## config.mk

```make
export PLATFORM = sky130hd
export DESIGN_NAME = mwb_access_unit
export DESIGN_NICKNAME = d
export VERILOG_FILES = /design/src/rtl/mwb_access_unit.sv
export SDC_FILE = /design/constraint.sdc
export NUM_CORES = 1
export LEC_CHECK = 0
export ABC_AREA = 1
export ABC_CLOCK_PERIOD_IN_PS = 1720
export CAP_MARGIN = 25
export CORE_ASPECT_RATIO = 0.9
export CORE_MARGIN = 3
export CORE_UTILIZATION = 34
export DETAILED_ROUTE_END_ITERATION = 6
export DONT_BUFFER_PORTS = 1
export MAX_ROUTING_LAYER = met4
export PLACE_DENSITY_LB_ADDON = 0.08
export SLEW_MARGIN = 20
export SYNTH_ARGS = -nofsm -noshare
export SYNTH_HDL_FRONTEND = slang
export SYNTH_SLANG_ARGS = --single-unit
```

## constraint.sdc

```tcl
create_clock -name clk -period 1.72 [get_ports clk]
set_input_delay 0.344 -clock clk [delete_from_list [all_inputs] [get_ports clk]]
set_output_delay 0.344 -clock clk [all_outputs]
set_load 0.005 [all_outputs]
```

## src/rtl/mwb_access_unit.sv

```systemverilog
// mwb_access_unit: memory / write-back stage of the three-stage RISC-V pipeline.
// Issues loads and stores over a req/ack data port, stalls the front of the
// pipeline while an access is outstanding, and produces a one-cycle register
// file write. Misaligned accesses are dropped and slow accesses are aborted.
module mwb_access_unit #(
    parameter int TIMEOUT = 16
) (
    input  logic        clk,
    input  logic        rst,
    input  logic [31:0] instruction_in,
    input  logic [31:0] ALU_result_in,
    input  logic [31:0] IMME_result_in,
    input  logic [31:0] PC_in,
    input  logic [31:0] store_data_in,
    input  logic        Reg_WE_in,
    input  logic [1:0]  DMEM_sel_in,
    input  logic [2:0]  LOAD_sel_in,
    input  logic [1:0]  WB_sel_in,
    output logic        mem_req,
    output logic        mem_we,
    output logic [29:0] mem_addr,
    output logic [31:0] mem_wdata,
    output logic [3:0]  mem_wstrb,
    input  logic        mem_ack,
    input  logic [31:0] mem_rdata,
    output logic        stall,
    output logic        rd_we,
    output logic [4:0]  rd_addr,
    output logic [31:0] rd_data,
    output logic        misalign,
    output logic        bus_err
);

    localparam int CNT_W = $clog2(TIMEOUT + 1);
    localparam logic [CNT_W-1:0] CNT_LAST = CNT_W'(TIMEOUT - 1);

    typedef enum logic [1:0] {
        S_IDLE,
        S_WAIT,
        S_DONE
    } state_t;

    state_t           state;
    logic [CNT_W-1:0] wait_cnt;

    // Access attributes captured at issue so the write-back does not depend
    // on the stalled upstream register staying put.
    logic       ld_is_load;
    logic [1:0] ld_lane;
    logic [1:0] ld_size;
    logic       ld_unsigned;
    logic [4:0] ld_rd;
    logic       ld_we;

    logic [4:0]  rd_field;
    logic        is_load;
    logic        is_store;
    logic        is_access;
    logic [1:0]  acc_size;
    logic        aligned;
    logic        mem_op;
    logic        rd_we_next;
    logic [3:0]  store_strb;
    logic [31:0] store_word;
    logic [31:0] wb_value;
    logic [7:0]  load_byte;
    logic [15:0] load_half;
    logic [31:0] load_value;
    logic        unused_instr_bits;

    assign rd_field   = instruction_in[11:7];
    assign is_load    = (DMEM_sel_in == 2'b01);
    assign is_store   = (DMEM_sel_in == 2'b10);
    assign is_access  = is_load | is_store;
    assign acc_size   = LOAD_sel_in[1:0];
    assign mem_op     = is_access & aligned;
    assign rd_we_next = Reg_WE_in & (rd_field != 5'd0);
    assign unused_instr_bits = ^{instruction_in[31:12], instruction_in[6:0]};

    // Front of the pipeline holds while a request is being launched or is outstanding.
    assign stall = ~rst & ((state == S_WAIT) | ((state == S_IDLE) & mem_op));

    // Size-dependent alignment check, byte strobes and lane-replicated store data.
    always_comb begin
        aligned    = 1'b1;
        store_strb = 4'b1111;
        store_word = store_data_in;
        case (acc_size)
            2'b00: begin
                aligned    = 1'b1;
                store_strb = 4'b0001 << ALU_result_in[1:0];
                store_word = {4{store_data_in[7:0]}};
            end
            2'b01: begin
                aligned    = ~ALU_result_in[0];
                store_strb = 4'b0011 << ALU_result_in[1:0];
                store_word = {2{store_data_in[15:0]}};
            end
            default: begin
                aligned    = (ALU_result_in[1:0] == 2'b00);
                store_strb = 4'b1111;
                store_word = store_data_in;
            end
        endcase
    end

    // Write-back source for instructions that do not touch memory.
    always_comb begin
        wb_value = 32'd0;
        case (WB_sel_in)
            2'b00:   wb_value = ALU_result_in;
            2'b01:   wb_value = 32'd0;
            2'b10:   wb_value = PC_in + 32'd4;
            default: wb_value = IMME_result_in;
        endcase
    end

    // Pick the addressed lane out of the returned word and extend it.
    always_comb begin
        load_byte  = 8'd0;
        load_half  = ld_lane[1] ? mem_rdata[31:16] : mem_rdata[15:0];
        load_value = mem_rdata;
        case (ld_lane)
            2'b00:   load_byte = mem_rdata[7:0];
            2'b01:   load_byte = mem_rdata[15:8];
            2'b10:   load_byte = mem_rdata[23:16];
            default: load_byte = mem_rdata[31:24];
        endcase
        case (ld_size)
            2'b00:   load_value = ld_unsigned ? {24'd0, load_byte}
                                              : {{24{load_byte[7]}}, load_byte};
            2'b01:   load_value = ld_unsigned ? {16'd0, load_half}
                                              : {{16{load_half[15]}}, load_half};
            default: load_value = mem_rdata;
        endcase
    end

    // Access FSM with registered memory-port and write-back outputs.
    always_ff @(posedge clk) begin
        if (rst) begin
            state       <= S_IDLE;
            wait_cnt    <= '0;
            mem_req     <= 1'b0;
            mem_we      <= 1'b0;
            mem_addr    <= 30'd0;
            mem_wdata   <= 32'd0;
            mem_wstrb   <= 4'd0;
            rd_we       <= 1'b0;
            rd_addr     <= 5'd0;
            rd_data     <= 32'd0;
            misalign    <= 1'b0;
            bus_err     <= 1'b0;
            ld_is_load  <= 1'b0;
            ld_lane     <= 2'd0;
            ld_size     <= 2'd0;
            ld_unsigned <= 1'b0;
            ld_rd       <= 5'd0;
            ld_we       <= 1'b0;
        end else begin
            rd_we    <= 1'b0;
            misalign <= 1'b0;
            bus_err  <= 1'b0;
            case (state)
                S_IDLE: begin
                    if (mem_op) begin
                        state       <= S_WAIT;
                        wait_cnt    <= '0;
                        mem_req     <= 1'b1;
                        mem_we      <= is_store;
                        mem_addr    <= ALU_result_in[31:2];
                        mem_wdata   <= is_store ? store_word : 32'd0;
                        mem_wstrb   <= is_store ? store_strb : 4'd0;
                        ld_is_load  <= is_load;
                        ld_lane     <= ALU_result_in[1:0];
                        ld_size     <= acc_size;
                        ld_unsigned <= LOAD_sel_in[2];
                        ld_rd       <= rd_field;
                        ld_we       <= rd_we_next;
                    end else if (is_access) begin
                        misalign <= 1'b1;
                    end else begin
                        rd_we   <= rd_we_next;
                        rd_addr <= rd_field;
                        rd_data <= wb_value;
                    end
                end
                S_WAIT: begin
                    if (mem_ack) begin
                        mem_req <= 1'b0;
                        state   <= S_DONE;
                        if (ld_is_load) begin
                            rd_we   <= ld_we;
                            rd_addr <= ld_rd;
                            rd_data <= load_value;
                        end
                    end else if (wait_cnt == CNT_LAST) begin
                        mem_req  <= 1'b0;
                        bus_err  <= 1'b1;
                        wait_cnt <= '0;
                        state    <= S_IDLE;
                    end else begin
                        wait_cnt <= wait_cnt + 1'b1;
                    end
                end
                S_DONE: begin
                    state <= S_IDLE;
                end
                default: begin
                    state <= S_IDLE;
                end
            endcase
        end
    end

endmodule

```

# --- After elaboration in Yosys (flattened, before gate mapping) ---
# Cells that the tools add are included.
classes:
  addsub: 2
  eq_ne: 17
  shift: 2
  muxes: 40
  bitwise: 10
  n_reduce_logical: 15
ops:
  columns: ["cell", "n"]
  rows:
  - ["32-bit 2-to-1 mux", 7]
  - ["32-bit one-hot mux with 2 select lines", 3]
  - ["32-bit one-hot mux with 3 select lines", 1]
  - ["5-bit 2-to-1 mux", 7]
  - ["32-bit by 3-bit adder with 32-bit output, second input constant", 1]
  - ["8-bit one-hot mux with 3 select lines", 1]
  - ["5-bit one-hot mux with 2 select lines", 2]
  - ["16-bit 2-to-1 mux", 1]
  - ["2-bit by 1-bit == test with 1-bit output, second input constant", 6]
  - ["2-bit logical NOT", 6]
  - ["2-bit inequality test, second input constant", 6]
  - ["1-bit 2-to-1 mux", 9]
  - ["4-bit one-hot mux with 2 select lines", 1]
  - ["2-bit == test, second input constant", 3]
  - ["2-bit 2-to-1 mux", 3]
  - ["1-bit one-hot mux with 2 select lines", 3]
  - ["3-bit AND reduction", 2]
  - ["3-bit OR reduction", 2]
  - ["5-bit by 1-bit adder with 5-bit output, second input constant", 1]
  - ["5-bit by 4-bit == test with 1-bit output, second input constant", 1]
  - ["5-bit AND reduction", 1]
  - ["5-bit nonzero test", 1]
  - ["1-bit bitwise AND", 4]
  - ["4-bit 2-to-1 mux", 1]
  - ["8 further kinds", 13]
totals:
  regBits: 127
  out_inout_bits: 109

# --- Logic depth before layout (Yosys ltp) ---
# Gate-level depths: netlist of the first run.
logic_depth:
  depth_word: 7
  ltp_mapped: 12
  mapped_depth_nobuf: 12

# --- Worst setup path before layout of the first run ---
# OpenSTA, ideal clock, no wires.
synth_timing:
  path_kind: "input port to flip-flop"
  startpoint: "input port DMEM_sel_in[0]"
  endpoint: "register rd_data[0]"
  setup_time_ps: 116
  arrival_ps: 1460
  required_time_ps: 1604
  slack_ps: 144
  path_stages: 9
  path_buffers: 1
  path_cell_list: "inv_1 > ha_1 > inv_1 > nor2_1 > o21ai_2 > inv_2 > clkbuf_1 > o211ai_1 > inv_1"
synth_between:
  elab_chain_len: 5
synth_rtl:
  columns: ["item", "line_no", "rtl"]
  rows:
  - ["start, declared", "16", "input logic [1:0] DMEM_sel_in,"]
  - ["2-bit by 1-bit == test with 1-bit output or 2-bit == test (tied branches)", "72, 73", null]
  - ["1-bit bitwise OR (*)", "74", "assign is_access = is_load | is_store;"]
  - ["1-bit bitwise AND", "76", "assign mem_op = is_access & aligned;"]
  - ["2-bit inequality test (no source line)", null, null]
  - ["5-bit AND reduction (no source line) (*)", null, null]
  - ["end signal, assigned", "184", "rd_data <= wb_value;"]
  - ["end signal, assigned", "194", "rd_data <= load_value;"]
  - ["end, declared", "29", "output logic [31:0] rd_data,"]
# Mark *: on every way between the ends. The rest lies on a longest branch, timed or not.
# A chain may end at the register's enable or synchronous reset.

# --- Worst setup path after layout of the first run ---
layout_timing:
  startpoint: "register state[0]"
  endpoint: "output port stall"
layout_between:
  elab_chain_len: 4
layout_rtl:
  columns: ["item", "line_no", "rtl"]
  rows:
  - ["start, declared", "43", "state_t state;"]
  - ["start signal, assigned", "141", "state <= S_IDLE;"]
  - ["start signal, assigned", "166", "state <= S_WAIT;"]
  - ["start signal, assigned", "190", "state <= S_DONE;"]
  - ["2-bit logical NOT", "81", "assign stall = ~rst & ((state == S_WAIT) | ((state == S_IDLE) & mem_op));"]
  - ["1-bit bitwise AND", "81", null]
  - ["1-bit bitwise OR (*)", "81", null]
  - ["1-bit bitwise AND (*)", "81", null]
  - ["end, declared", "26", "output logic stall,"]
# Marks and branches as above.

==> results.yml, run 1 <==
yosys:
  ys_types: 39
  syn_inst: 1110
  netlist_top_cells_area: "dfxtp_1 (36%), nand2_1 (20%), a21oi_1 (11%)"
  ys_async_sr_fraction_pct: 0
  synth-edff-count: 0
  synth_ff_type: "dfxtp_1"
  synth_top_family_by_area: "simple AND/OR/NAND/NOR gates"
  yosys.area_share.simple_pct: 32.2
  synth_warnings: 0
  yosysSeqAreaShare_pct: 36.0
  synthMuxAreaShare_pct: 0
  synthXorXnorAreaFrac_pct: 0.372
  synthesis.nets: 1317
  synth-seq-cells: 127
  synth_compound_area_share_pct: 21.9
  netlist.area_leader.share_pct: 36.0
  syn_area_per_cell_um2: 6.36
  synth.cell_area_um2: 7060
  yosys.area.top_type: "dfxtp_1"
  synthAdderAreaFrac_pct: 0.709
finish:
  final_cell_mix: "nand2_1 (375), a21oi_1 (155), dfxtp_1 (124)"
  area_growth_syn_to_layout_pct: 18.0
  drive_gt1_share_pct: 11.2
  nNetsFinal: 1332
  final_common_cell: "nand2_1"
  finalInstanceArea_um2: 8340
  antennaDiodeCount: 0
clock_network:
  ctsHoldBuffers: 1
  clock_latency_ns: 0.42
  cts_tree: "built"
  cts_buffer_depth: 2
  path_clk_slew_ns: 0.07
  cts_sinks: 127
  cts_max_level: 4
  cts_made_buffers: 17
  cts-root-buf: "clkbuf_16"
worst_setup_path:
  worstPathRequired_ns: 1.38
  worst_ep_arrival_time_ns: 1.31
  path_class: "reg -> out"
  start_kind: "register"
  rrSetupSlack_ns: 0.11
  worstReg2RegStart: "ld_size[1]"
  startpoint: "state[0]"
  cp-end-kind: "output pin"
  worstPathMaxFanout: 5
timing:
  rsz0062_at_grt: "yes"
  setup_tns_ns: 0
  final.min_clock_period_ns: 1.66
  slew_viol_final: 0
  layout_setup_ws_ns: 0.0611
  clock.fmax_mhz: 603
  finClkSkew_ns: 0.00762
  period_share_pct: 96.4
  slew_headroom_pct: 60.9
  hold_slack_ns: -0.0137
  setup_viol: 0
  tightest_slew_ns: 0.578
  finalHoldViolCount: 9
placement:
  hpwl_mm: 21.2
  place.gp.congestion: 0.871
  numPortBuffers: 0
  dp_slack_ns: -0.145
  place_area_um2: 7590
routing:
  drc: 0
  drt-vias-per-instance: 5.31
  wirelength_mm: 28.1
  dr.first_iter.drc_count: 683
  detail-route-antenna-nets: 0
  dr_total_vias: 7401
  firstDrtPassIters: 5
  avgRoutedWirePerCell_um: 20.2
global_routing:
  grt_max_degree: 96
  grt_use_total_pct: 24.5
  grtUsageMet1_pct: 33.3
  busiest_layer: "met2"
  use_met2_pct: 33.9
  grt.met3_usage_pct: 8.76
  antenna_found_initial: 0
  grt-ovfl-total: 0
  grt_pass1_wl_mm: 40.8
  grt_pass1_vias: 6810
die:
  coreArea_um2: 20200
  start_util_pct: 35.0
  die_area_um2: 22500
  die_y_um: 143
  die_w_um: 158
  rows: 49
  pin_count: 312
pwr:
  p_per_area_nw_per_um2: 1050
  ir_drop_mv: 0.626
  p_leak_nw: 3.42
  total_power_w: 0.00876
status:
  status: "complete, but fails checks"
  violations: "negative hold slack"
flow_run:
  cap_violations: 0
min_path:
  hp-class: "in -> reg"
  hold_path_startpoint: "rst"
-- cells in the mapped netlist, drive strengths merged (2+ instances only) --
| cell type | count |
|---|---|
| a21oi | 156 |
| nor3 | 6 |
| o211ai | 12 |
| clkbuf | 31 |
| nand4 | 14 |
| nor2 | 74 |
| buf | 34 |
| a22oi | 7 |
| nand2 | 377 |
| or2 | 3 |
| ha | 4 |
| dfxtp | 127 |
| o22ai | 18 |
| a221oi | 12 |
| o21bai | 5 |
| nand3 | 65 |
| clkinv | 2 |
| inv | 84 |
| o21ai | 61 |
| xor2 | 2 |
| nor4 | 2 |
| a31oi | 6 |
| and2 | 3 |
-- per-stage QoR --
step                instances  utilization (%)
floorplan                1110                -
global placement         1353             37.6
detailed placement       1353             37.6
CTS                      1386             40.8
global route             1393             41.3
finish                   1393             41.3
-- report_power, final --
part | leakage (nW) | internal (W) | switching (W) | total, W
clock network | 0.296 | 0.00223 | 0.00155 | 0.00378
registers | 1.04 | 0.00317 | 0.000205 | 0.00337
logic | 2.08 | 0.000627 | 0.000986 | 0.00161
total | 3.42 | 0.00602 | 0.00274 | 0.00876
-- sequential cells by signal, summed over array words and instances, names as in the netlist --
register and cells:
rd_we 1, wait_cnt 5, mem_addr 30, ld_size 2
ld_lane 2, mem_we 1, mem_wstrb 4, bus_err 1
rd_data 32, ld_rd 5, rd_addr 5, ld_unsigned 1
ld_we 1, misalign 1, ld_is_load 1, state 2
mem_wdata 32, mem_req 1
-- repair_timing --
action / in CTS / in global routing
endpoints found under the hold margin: 84 / 56
pin swaps: 0 / 1
gates cloned: 0 / 2
resized for setup: 3 / 11
endpoints found under the setup margin: 4 / 19
buffers inserted: 0 / 5
-- cell families (layout without fill, tap and decap cells) --
group,count (synthesis),in the layout
simple gates,545,545
fa+ha+maj,4,4
flops,127,127
compound gates,280,280
xor+xnor,3,3
buf+inv,151,179
-- routing by layer --
metal	routed length, um	part of all wire, %
met4	624	2.2
met1	12800	45
met2	11900	42
met5	0	0
met3	2880	10
-- layout make-up --
class                      count  area (um^2)
sequential                   127         2550
multi-input combinational    832         3930
clock inverter                14          169
inverter                      86          335
fill                        2206        11800
tap                          255          319
clock buffer                  18          439
timing repair buffer          61          596
-- worst max-delay path, cell delays in order (launching register included) --
cell	delay, ns
dfxtp_2	0.32
inv_1	0.05
nor2_4	0.14
clkinv_4	0.09
buf_12	0.13
a21oi_4	0.16
-- path summary, 6_finish.rpt --
kind / depth (start not counted) / end
min: 1 / mem_wdata[3]
max: 5 / stall
max reg2reg: 7 / rd_data[5]
min reg2reg: 2 / wait_cnt[4]
Note: power is estimated with default switching activity, not from simulation.
==> run 2, diff against run 1 <==
Settings changed: CTS_CLUSTER_SIZE from default to 8.
==> results of run 2 <==
Same layout as run 1: the final DEF is identical, and so are final timing and power.
